<file path="src/rtl/axi_clint_if.sv">
// AXI4 single-beat bus bundle between the core's data port and the CLINT.
// Revision 1.0
`default_nettype none

interface axi_clint_if;
  logic        s_awvalid;
  logic        s_awready;
  logic [31:0] s_awaddr;
  logic [2:0]  s_awsize;
  logic [3:0]  s_awcache;
  logic [2:0]  s_awprot;
  logic        s_wvalid;
  logic        s_wready;
  logic [63:0] s_wdata;
  logic [7:0]  s_wstrb;
  logic        s_wlast;
  logic        s_bvalid;
  logic        s_bready;
  logic [1:0]  s_bresp;
  logic        s_arvalid;
  logic        s_arready;
  logic [31:0] s_araddr;
  logic [2:0]  s_arsize;
  logic [3:0]  s_arcache;
  logic [2:0]  s_arprot;
  logic        s_rvalid;
  logic        s_rready;
  logic [63:0] s_rdata;
  logic [1:0]  s_rresp;
  logic        s_rlast;

  modport master (
    output s_awvalid, s_awaddr, s_awsize, s_awcache, s_awprot,
    output s_wvalid, s_wdata, s_wstrb, s_wlast, s_bready,
    output s_arvalid, s_araddr, s_arsize, s_arcache, s_arprot, s_rready,
    input  s_awready, s_wready, s_bvalid, s_bresp,
    input  s_arready, s_rvalid, s_rdata, s_rresp, s_rlast
  );

  modport slave (
    input  s_awvalid, s_awaddr, s_awsize, s_awcache, s_awprot,
    input  s_wvalid, s_wdata, s_wstrb, s_wlast, s_bready,
    input  s_arvalid, s_araddr, s_arsize, s_arcache, s_arprot, s_rready,
    output s_awready, s_wready, s_bvalid, s_bresp,
    output s_arready, s_rvalid, s_rdata, s_rresp, s_rlast
  );
endinterface

`default_nettype wire

</file>
<file path="src/rtl/axi_clint.sv">
// =====================================================================
// axi_clint : AXI4 single-beat CLINT (msip, mtimecmp, mtime) for one hart
// Revision  : 1.0
// =====================================================================
`default_nettype none

module axi_clint #(
  parameter logic [31:0] BASE_ADDR = 32'h0200_0000,
  parameter int unsigned TICK_DIV  = 1
) (
  input  logic        clk,
  input  logic        reset,
  axi_clint_if.slave  bus,
  output logic [63:0] mtime,
  output logic        timer_intr,
  output logic        software_intr
);
  localparam logic [1:0]  c_sel_none  = 2'd0;
  localparam logic [1:0]  c_sel_msip  = 2'd1;
  localparam logic [1:0]  c_sel_cmp   = 2'd2;
  localparam logic [1:0]  c_sel_time  = 2'd3;
  localparam logic [1:0]  c_okay      = 2'b00;
  localparam logic [1:0]  c_slverr    = 2'b10;
  localparam logic [15:0] c_presc_max = 16'(TICK_DIV - 1);

  typedef enum logic [0:0] {W_IDLE = 1'b0, W_RESP = 1'b1} wstate_t;
  typedef enum logic [0:0] {R_IDLE = 1'b0, R_RESP = 1'b1} rstate_t;

  // BASE_ADDR is 64 KiB aligned, so only doubleword address bits matter.
  function automatic logic [1:0] decode(input logic [28:0] dw_addr);
    logic [28:0] off;
    off = dw_addr - BASE_ADDR[31:3];
    decode = c_sel_none;
    if (off[28:13] == 16'h0000) begin
      case (off[12:0])
        13'h0000: decode = c_sel_msip;
        13'h0800: decode = c_sel_cmp;
        13'h17FF: decode = c_sel_time;
        default:  decode = c_sel_none;
      endcase
    end
  endfunction

  function automatic logic [63:0] merge(input logic [63:0] old, input logic [63:0] wd,
                                        input logic [7:0] strb);
    logic [63:0] res;
    for (int i = 0; i < 8; i++)
      res[8*i +: 8] = strb[i] ? wd[8*i +: 8] : old[8*i +: 8];
    return res;
  endfunction

  wstate_t     r_wstate, w_wstate_nxt;
  rstate_t     r_rstate, w_rstate_nxt;
  logic        r_aw_held, r_w_held, w_aw_held_nxt, w_w_held_nxt;
  logic        r_awready, r_wready, r_arready;
  logic        w_awready_nxt, w_wready_nxt, w_arready_nxt;
  logic [28:0] r_awaddr, w_waddr;
  logic [63:0] r_wdata, w_wdata;
  logic [7:0]  r_wstrb, w_wstrb;
  logic [1:0]  r_bresp, w_bresp_nxt, r_rresp, w_wsel, w_rsel;
  logic [63:0] r_rdata, w_rdata_nxt;
  logic        w_aw_fire, w_w_fire, w_ar_fire, w_commit, w_tick;
  logic        r_msip, r_timer, r_soft;
  logic [63:0] r_mtimecmp, r_mtime;
  logic [15:0] r_presc;
  logic        w_unused;

  assign w_unused = ^{bus.s_awsize, bus.s_awcache, bus.s_awprot, bus.s_arsize,
                      bus.s_arcache, bus.s_arprot, bus.s_wlast,
                      bus.s_awaddr[2:0], bus.s_araddr[2:0]};

  assign w_aw_fire = bus.s_awvalid & r_awready;
  assign w_w_fire  = bus.s_wvalid & r_wready;
  assign w_ar_fire = bus.s_arvalid & r_arready;
  assign w_waddr   = r_aw_held ? r_awaddr : bus.s_awaddr[31:3];
  assign w_wdata   = r_w_held ? r_wdata : bus.s_wdata;
  assign w_wstrb   = r_w_held ? r_wstrb : bus.s_wstrb;
  assign w_wsel    = decode(w_waddr);
  assign w_rsel    = decode(bus.s_araddr[31:3]);
  assign w_commit  = (r_wstate == W_IDLE) & (r_aw_held | w_aw_fire) & (r_w_held | w_w_fire);
  assign w_tick    = (r_presc == c_presc_max);

  // Readies are registered from next-state values so they are low in reset.
  always_comb begin
    w_wstate_nxt  = r_wstate;
    w_aw_held_nxt = r_aw_held;
    w_w_held_nxt  = r_w_held;
    w_bresp_nxt   = r_bresp;
    case (r_wstate)
      W_IDLE: begin
        w_aw_held_nxt = r_aw_held | w_aw_fire;
        w_w_held_nxt  = r_w_held | w_w_fire;
        if (w_commit) begin
          w_wstate_nxt = W_RESP;
          w_bresp_nxt  = (w_wsel == c_sel_none) ? c_slverr : c_okay;
        end
      end
      W_RESP: begin
        if (bus.s_bready) begin
          w_wstate_nxt  = W_IDLE;
          w_aw_held_nxt = 1'b0;
          w_w_held_nxt  = 1'b0;
        end
      end
      default: w_wstate_nxt = W_IDLE;
    endcase
    w_awready_nxt = (w_wstate_nxt == W_IDLE) & ~w_aw_held_nxt;
    w_wready_nxt  = (w_wstate_nxt == W_IDLE) & ~w_w_held_nxt;
  end

  always_comb begin
    w_rstate_nxt = r_rstate;
    case (r_rstate)
      R_IDLE:  if (w_ar_fire) w_rstate_nxt = R_RESP;
      R_RESP:  if (bus.s_rready) w_rstate_nxt = R_IDLE;
      default: w_rstate_nxt = R_IDLE;
    endcase
    w_arready_nxt = (w_rstate_nxt == R_IDLE);
    case (w_rsel)
      c_sel_msip: w_rdata_nxt = {63'd0, r_msip};
      c_sel_cmp:  w_rdata_nxt = r_mtimecmp;
      c_sel_time: w_rdata_nxt = r_mtime;
      default:    w_rdata_nxt = 64'd0;
    endcase
  end

  always_ff @(posedge clk or negedge reset) begin
    if (!reset) begin
      r_wstate  <= W_IDLE;
      r_rstate  <= R_IDLE;
      r_aw_held <= 1'b0;
      r_w_held  <= 1'b0;
      r_awready <= 1'b0;
      r_wready  <= 1'b0;
      r_arready <= 1'b0;
      r_awaddr  <= '0;
      r_wdata   <= '0;
      r_wstrb   <= '0;
      r_bresp   <= c_okay;
      r_rresp   <= c_okay;
      r_rdata   <= '0;
    end else begin
      r_wstate  <= w_wstate_nxt;
      r_rstate  <= w_rstate_nxt;
      r_aw_held <= w_aw_held_nxt;
      r_w_held  <= w_w_held_nxt;
      r_awready <= w_awready_nxt;
      r_wready  <= w_wready_nxt;
      r_arready <= w_arready_nxt;
      r_bresp   <= w_bresp_nxt;
      if (w_aw_fire) r_awaddr <= bus.s_awaddr[31:3];
      if (w_w_fire) begin
        r_wdata <= bus.s_wdata;
        r_wstrb <= bus.s_wstrb;
      end
      if (w_ar_fire) begin
        r_rdata <= w_rdata_nxt;
        r_rresp <= (w_rsel == c_sel_none) ? c_slverr : c_okay;
      end
    end
  end

  // A committed mtime write replaces that cycle's increment.
  always_ff @(posedge clk or negedge reset) begin
    if (!reset) begin
      r_presc    <= '0;
      r_mtime    <= '0;
      r_mtimecmp <= '1;
      r_msip     <= 1'b0;
      r_timer    <= 1'b0;
      r_soft     <= 1'b0;
    end else begin
      r_presc <= w_tick ? 16'd0 : r_presc + 16'd1;
      if (w_commit && w_wsel == c_sel_time)
        r_mtime <= merge(r_mtime, w_wdata, w_wstrb);
      else if (w_tick)
        r_mtime <= r_mtime + 64'd1;
      if (w_commit && w_wsel == c_sel_cmp)
        r_mtimecmp <= merge(r_mtimecmp, w_wdata, w_wstrb);
      if (w_commit && w_wsel == c_sel_msip && w_wstrb[0])
        r_msip <= w_wdata[0];
      r_timer <= (r_mtime >= r_mtimecmp);
      r_soft  <= r_msip;
    end
  end

  assign bus.s_awready = r_awready;
  assign bus.s_wready  = r_wready;
  assign bus.s_arready = r_arready;
  assign bus.s_bvalid  = (r_wstate == W_RESP);
  assign bus.s_bresp   = r_bresp;
  assign bus.s_rvalid  = (r_rstate == R_RESP);
  assign bus.s_rlast   = (r_rstate == R_RESP);
  assign bus.s_rresp   = r_rresp;
  assign bus.s_rdata   = r_rdata;
  assign mtime         = r_mtime;
  assign timer_intr    = r_timer;
  assign software_intr = r_soft;
endmodule

`default_nettype wire

</file>
<file path="src/flat_wrapper.sv">
// flat-port wrapper written by rule: the top's interface ports become plain ports
module axi_clint_flat 
#(
  parameter logic [31:0] BASE_ADDR = 32'h0200_0000,
  parameter int unsigned TICK_DIV  = 1
)
  (clk, reset, mtime, timer_intr, software_intr, bus_s_awvalid, bus_s_awaddr, bus_s_awsize, bus_s_awcache, bus_s_awprot, bus_s_wvalid, bus_s_wdata, bus_s_wstrb, bus_s_wlast, bus_s_bready, bus_s_arvalid, bus_s_araddr, bus_s_arsize, bus_s_arcache, bus_s_arprot, bus_s_rready, bus_s_awready, bus_s_wready, bus_s_bvalid, bus_s_bresp, bus_s_arready, bus_s_rvalid, bus_s_rdata, bus_s_rresp, bus_s_rlast);
  axi_clint_if bus_i ();
  input  logic clk;
  input  logic reset;
  output logic [63:0] mtime;
  output logic timer_intr;
  output logic software_intr;
  input wire logic [$bits(bus_i.s_awvalid)-1:0] bus_s_awvalid;
  input wire logic [$bits(bus_i.s_awaddr)-1:0] bus_s_awaddr;
  input wire logic [$bits(bus_i.s_awsize)-1:0] bus_s_awsize;
  input wire logic [$bits(bus_i.s_awcache)-1:0] bus_s_awcache;
  input wire logic [$bits(bus_i.s_awprot)-1:0] bus_s_awprot;
  input wire logic [$bits(bus_i.s_wvalid)-1:0] bus_s_wvalid;
  input wire logic [$bits(bus_i.s_wdata)-1:0] bus_s_wdata;
  input wire logic [$bits(bus_i.s_wstrb)-1:0] bus_s_wstrb;
  input wire logic [$bits(bus_i.s_wlast)-1:0] bus_s_wlast;
  input wire logic [$bits(bus_i.s_bready)-1:0] bus_s_bready;
  input wire logic [$bits(bus_i.s_arvalid)-1:0] bus_s_arvalid;
  input wire logic [$bits(bus_i.s_araddr)-1:0] bus_s_araddr;
  input wire logic [$bits(bus_i.s_arsize)-1:0] bus_s_arsize;
  input wire logic [$bits(bus_i.s_arcache)-1:0] bus_s_arcache;
  input wire logic [$bits(bus_i.s_arprot)-1:0] bus_s_arprot;
  input wire logic [$bits(bus_i.s_rready)-1:0] bus_s_rready;
  output wire logic [$bits(bus_i.s_awready)-1:0] bus_s_awready;
  output wire logic [$bits(bus_i.s_wready)-1:0] bus_s_wready;
  output wire logic [$bits(bus_i.s_bvalid)-1:0] bus_s_bvalid;
  output wire logic [$bits(bus_i.s_bresp)-1:0] bus_s_bresp;
  output wire logic [$bits(bus_i.s_arready)-1:0] bus_s_arready;
  output wire logic [$bits(bus_i.s_rvalid)-1:0] bus_s_rvalid;
  output wire logic [$bits(bus_i.s_rdata)-1:0] bus_s_rdata;
  output wire logic [$bits(bus_i.s_rresp)-1:0] bus_s_rresp;
  output wire logic [$bits(bus_i.s_rlast)-1:0] bus_s_rlast;
  assign bus_i.s_awvalid = bus_s_awvalid;
  assign bus_i.s_awaddr = bus_s_awaddr;
  assign bus_i.s_awsize = bus_s_awsize;
  assign bus_i.s_awcache = bus_s_awcache;
  assign bus_i.s_awprot = bus_s_awprot;
  assign bus_i.s_wvalid = bus_s_wvalid;
  assign bus_i.s_wdata = bus_s_wdata;
  assign bus_i.s_wstrb = bus_s_wstrb;
  assign bus_i.s_wlast = bus_s_wlast;
  assign bus_i.s_bready = bus_s_bready;
  assign bus_i.s_arvalid = bus_s_arvalid;
  assign bus_i.s_araddr = bus_s_araddr;
  assign bus_i.s_arsize = bus_s_arsize;
  assign bus_i.s_arcache = bus_s_arcache;
  assign bus_i.s_arprot = bus_s_arprot;
  assign bus_i.s_rready = bus_s_rready;
  assign bus_s_awready = bus_i.s_awready;
  assign bus_s_wready = bus_i.s_wready;
  assign bus_s_bvalid = bus_i.s_bvalid;
  assign bus_s_bresp = bus_i.s_bresp;
  assign bus_s_arready = bus_i.s_arready;
  assign bus_s_rvalid = bus_i.s_rvalid;
  assign bus_s_rdata = bus_i.s_rdata;
  assign bus_s_rresp = bus_i.s_rresp;
  assign bus_s_rlast = bus_i.s_rlast;
  axi_clint #(.BASE_ADDR(BASE_ADDR), .TICK_DIV(TICK_DIV)) u_core (.clk(clk), .reset(reset), .bus(bus_i), .mtime(mtime), .timer_intr(timer_intr), .software_intr(software_intr));
endmodule
</file>
<file path="config.mk">
export PLATFORM = sky130hd
export DESIGN_NAME = axi_clint_flat
export DESIGN_NICKNAME = d
export VERILOG_FILES = /design/src/rtl/axi_clint_if.sv /design/src/rtl/axi_clint.sv /design/src/flat_wrapper.sv
export SDC_FILE = /design/constraint.sdc
export NUM_CORES = 1
export LEC_CHECK = 0
export BUFFER_PORTS_ARGS = -buffer_cell sky130_fd_sc_hd__buf_2
export CORE_UTILIZATION = 50
export CTS_CLUSTER_DIAMETER = 80
export DETAILED_ROUTE_END_ITERATION = 10
export GPL_TIMING_DRIVEN = 1
export PLACE_DENSITY = 0.85
export SETUP_SLACK_MARGIN = 0.5
export SYNTH_ARGS = -nofsm -noshare
export SYNTH_HDL_FRONTEND = slang
export SYNTH_SLANG_ARGS = --single-unit
</file>
<file path="constraint.sdc">
create_clock -name clk -period 3.1 [get_ports clk]
set_input_delay 0.155 -clock clk [delete_from_list [all_inputs] [get_ports clk]]
set_output_delay 0.155 -clock clk [all_outputs]
set_load 0.01 [all_outputs]
</file>
==> summary.txt <==
CP Capture Type: flop
Number of flops mapped to enable cells by yosys: 0
WP data arrival: 3.01 ns
Crit path required time: 3.49 ns
Worst-Margin Slew: 1.16 ns
Initial antenna violation count: 0
Full die area: 34400 um^2
GP Congestion: 0.906
Total GRT Usage: 0.298
Worst setup margin: 0.475 ns
Relative slew margins: 0.229
Post-route cell area: 21800 um^2
Unrepaired setup endpoints after global routing: yes
Power Total: 0.0139 W
Deepest level of the CTS H-tree: 2
Top-count cell post-synth: dfrtp_1
Placed cell area: 18800 um^2
#FFs+latches synth: 321
Sequential cell area: 8130 um^2
Hold Vio Cnt, Final: 0
Synth area leader: dfrtp_1
Synth warnings: 0
Fill count: 2307
DR vias: 14900
GR Overflow Total: 0
CTS tree: yes
DR iter-0 viols: 1037
Global-route wire length before repair: 80600 um
Reported max-cap violation count: 0
Nets@finish: 2223
Post-Syn Area: 16800 um^2
Hold_ws: 0.0721 ns
Pre-Repair DR Iteration Count: 5
Setup TNS: 0 ns
Synth top cells by count: 257 x dfrtp_1, 211 x nor2_1, 193 x mux2_2, 90 x nand2_1, 79 x inv_1
Area grow syn2layout: 29.6%
Buffers on Ports: 274
Chip Height: 185 um
Vias in the first global route: 15700
Max clock buf depth: 3
VDD IR max: 0.556 mV
Layout cell share with drive strength beyond 1: 0.373
Clock Skews: 0.0240 ns
Worst-case reg-to-reg path depth: 8
Pin count of the biggest net entering global routing: 117
Pre-CTS setup slack: 0.199 ns
Leak: 9.93 nW
Core area: 32800 um^2
CTS Root Cell: clkbuf_16
IO Pins: 304
Yosys top cell area share: 0.382
Crit-path max FO: 7
CTS buffer count: 37
Routed length per instance: 20.8 um
CP Launch Type: flop
DPL Wire Length: 32800 um
Reg clk slew, reported paths: 0.06 ns
Synth top area cells: dfrtp_1 38%, mux2_2 13%, dfstp_2 10%
Cell count after synthesis: 1575
Endpoints failing setup: 0
Vias per cell: 6.08
Min Tclk post-route: 2.63 ns
Power density cells: 636 nW/um^2
Multi-input logic area: 8480 um^2
Distinct cells, synth: 73
DRC viols: 0
Syn avg cell area: 10.7 um^2
Final Max Slew Viols: 0
Status: completed
Hold WC Path Type: primary input to flop
Seq/Total Area, Yosys: 0.482
Row count: 66
Initial Util: 0.513
Clock sink count: 321
Crit share post-route: 0.847
Horiz. Die Dim: 185 um
Total Wirelength: 51300 um
Top FF cell, synth: dfrtp_1
Hold path depth: 6
Fmax: 381 MHz
Post-route ant nets: 0
Ys async rst share: 1.00
Critical path class: flop to flop
Clk Latency, worst-skew pair: 0.53 ns
Diode count: 0
==> area by class of cell <==
class / count / area share
clock buffers: 52 / 0.0483
clock inverters: 14 / 0.00867
well taps: 442 / 0.0254
multi-input cells: 1103 / 0.389
inverters: 79 / 0.0136
repair buffers: 448 / 0.142
flip-flops and latches: 321 / 0.373
==> layout by cell type, fill, tap and decap left out, types with 64 or more instances in the layout <==
cell type,count
dfstp_2,64
ha_1,64
nand2_1,75
inv_1,79
buf_2,273
mux2_2,193
dfrtp_1,242
nor2_1,202
a221oi_1,69
dlygate4sd3_1,105
==> worst max-delay path, cell delays in order (launching register included) <==
cell      delay, ns
dfrtp_2        0.44
ha_4           0.16
and3_4         0.20
nand4_1        0.22
or3_4          0.50
or2_4          0.28
or3_4          0.37
o211ai_2       0.20
o311ai_2       0.13
==> state kept, by name, indices dropped and copies added, names as in the netlist, 8 cells and up <==
| name | flops |
|---|---|
| u_core.r_wdata | 64 |
| u_core.r_mtimecmp | 64 |
| u_core.r_presc | 16 |
| u_core.r_awaddr | 29 |
| u_core.mtime | 64 |
| u_core.r_wstrb | 8 |
| u_core.bus.s_rdata | 64 |
==> timing repair <==
item,CTS,global route
setup endpoints to repair,122,105
hold endpoints to repair,204,0
buffers inserted,20,11
resized for setup,40,53
hold buffers,105,0
pin swaps,16,14
==> logic make-up after synthesis <==
group	count (synthesis)	share of synthesized area
other	1	0.000223
DFF	321	0.482
muxes	242	0.158
xor gates and xnor gates	17	0.00885
AOI/OAI and AO/OA	257	0.114
adders and majority gates	69	0.0513
and+or+nand+nor	516	0.150
buffers and inverters	152	0.0354
==> path summary, 6_finish.rpt <==
check	start	end	slack, ns
max in group asynchronous	reset	u_core.r_mtimecmp[5]$_DFFE_PN1P_	1.86
hold / removal	bus_s_araddr[20]	u_core.bus.s_rdata[0]$_DFFE_PN0P_	0.07
hold reg to reg	u_core.bus.s_rdata[0]$_DFFE_PN0P_	u_core.bus.s_rdata[0]$_DFFE_PN0P_	0.49
setup / recovery	u_core.mtime[1]$_DFFE_PN0P_	u_core.mtime[42]$_DFFE_PN0P_	0.47
min in group asynchronous	reset	u_core.r_awaddr[21]$_DFFE_PN0P_	0.29
setup reg to reg	u_core.mtime[1]$_DFFE_PN0P_	u_core.mtime[42]$_DFFE_PN0P_	0.47
==> stage by stage <==
stage          std cells   util
3_5_place_dp        2257  0.575
3_3_place_gp        2257  0.575
4_1_cts             2448  0.655
2_1_floorplan       1576      -
6_report            2459  0.665
5_1_grt             2459  0.665
==> layer usage <==
metal	wire, um	GRT usage	vias up
li1	-	-	6640
met1	19900	0.359	7440
met2	25600	0.512	725
met3	3890	0.0602	144
met4	1890	0.134	0
met5	0	0	-
==> report_power, final <==
part	internal [W]	switching [W]	leakage [nW]
Clock	0.00271	0.00179	0.607
Sequential	0.00512	0.000584	3.76
Combinational	0.00176	0.00190	5.56
Total	0.00960	0.00426	9.93
No activity file was read; power rests on OpenSTA's default activity.
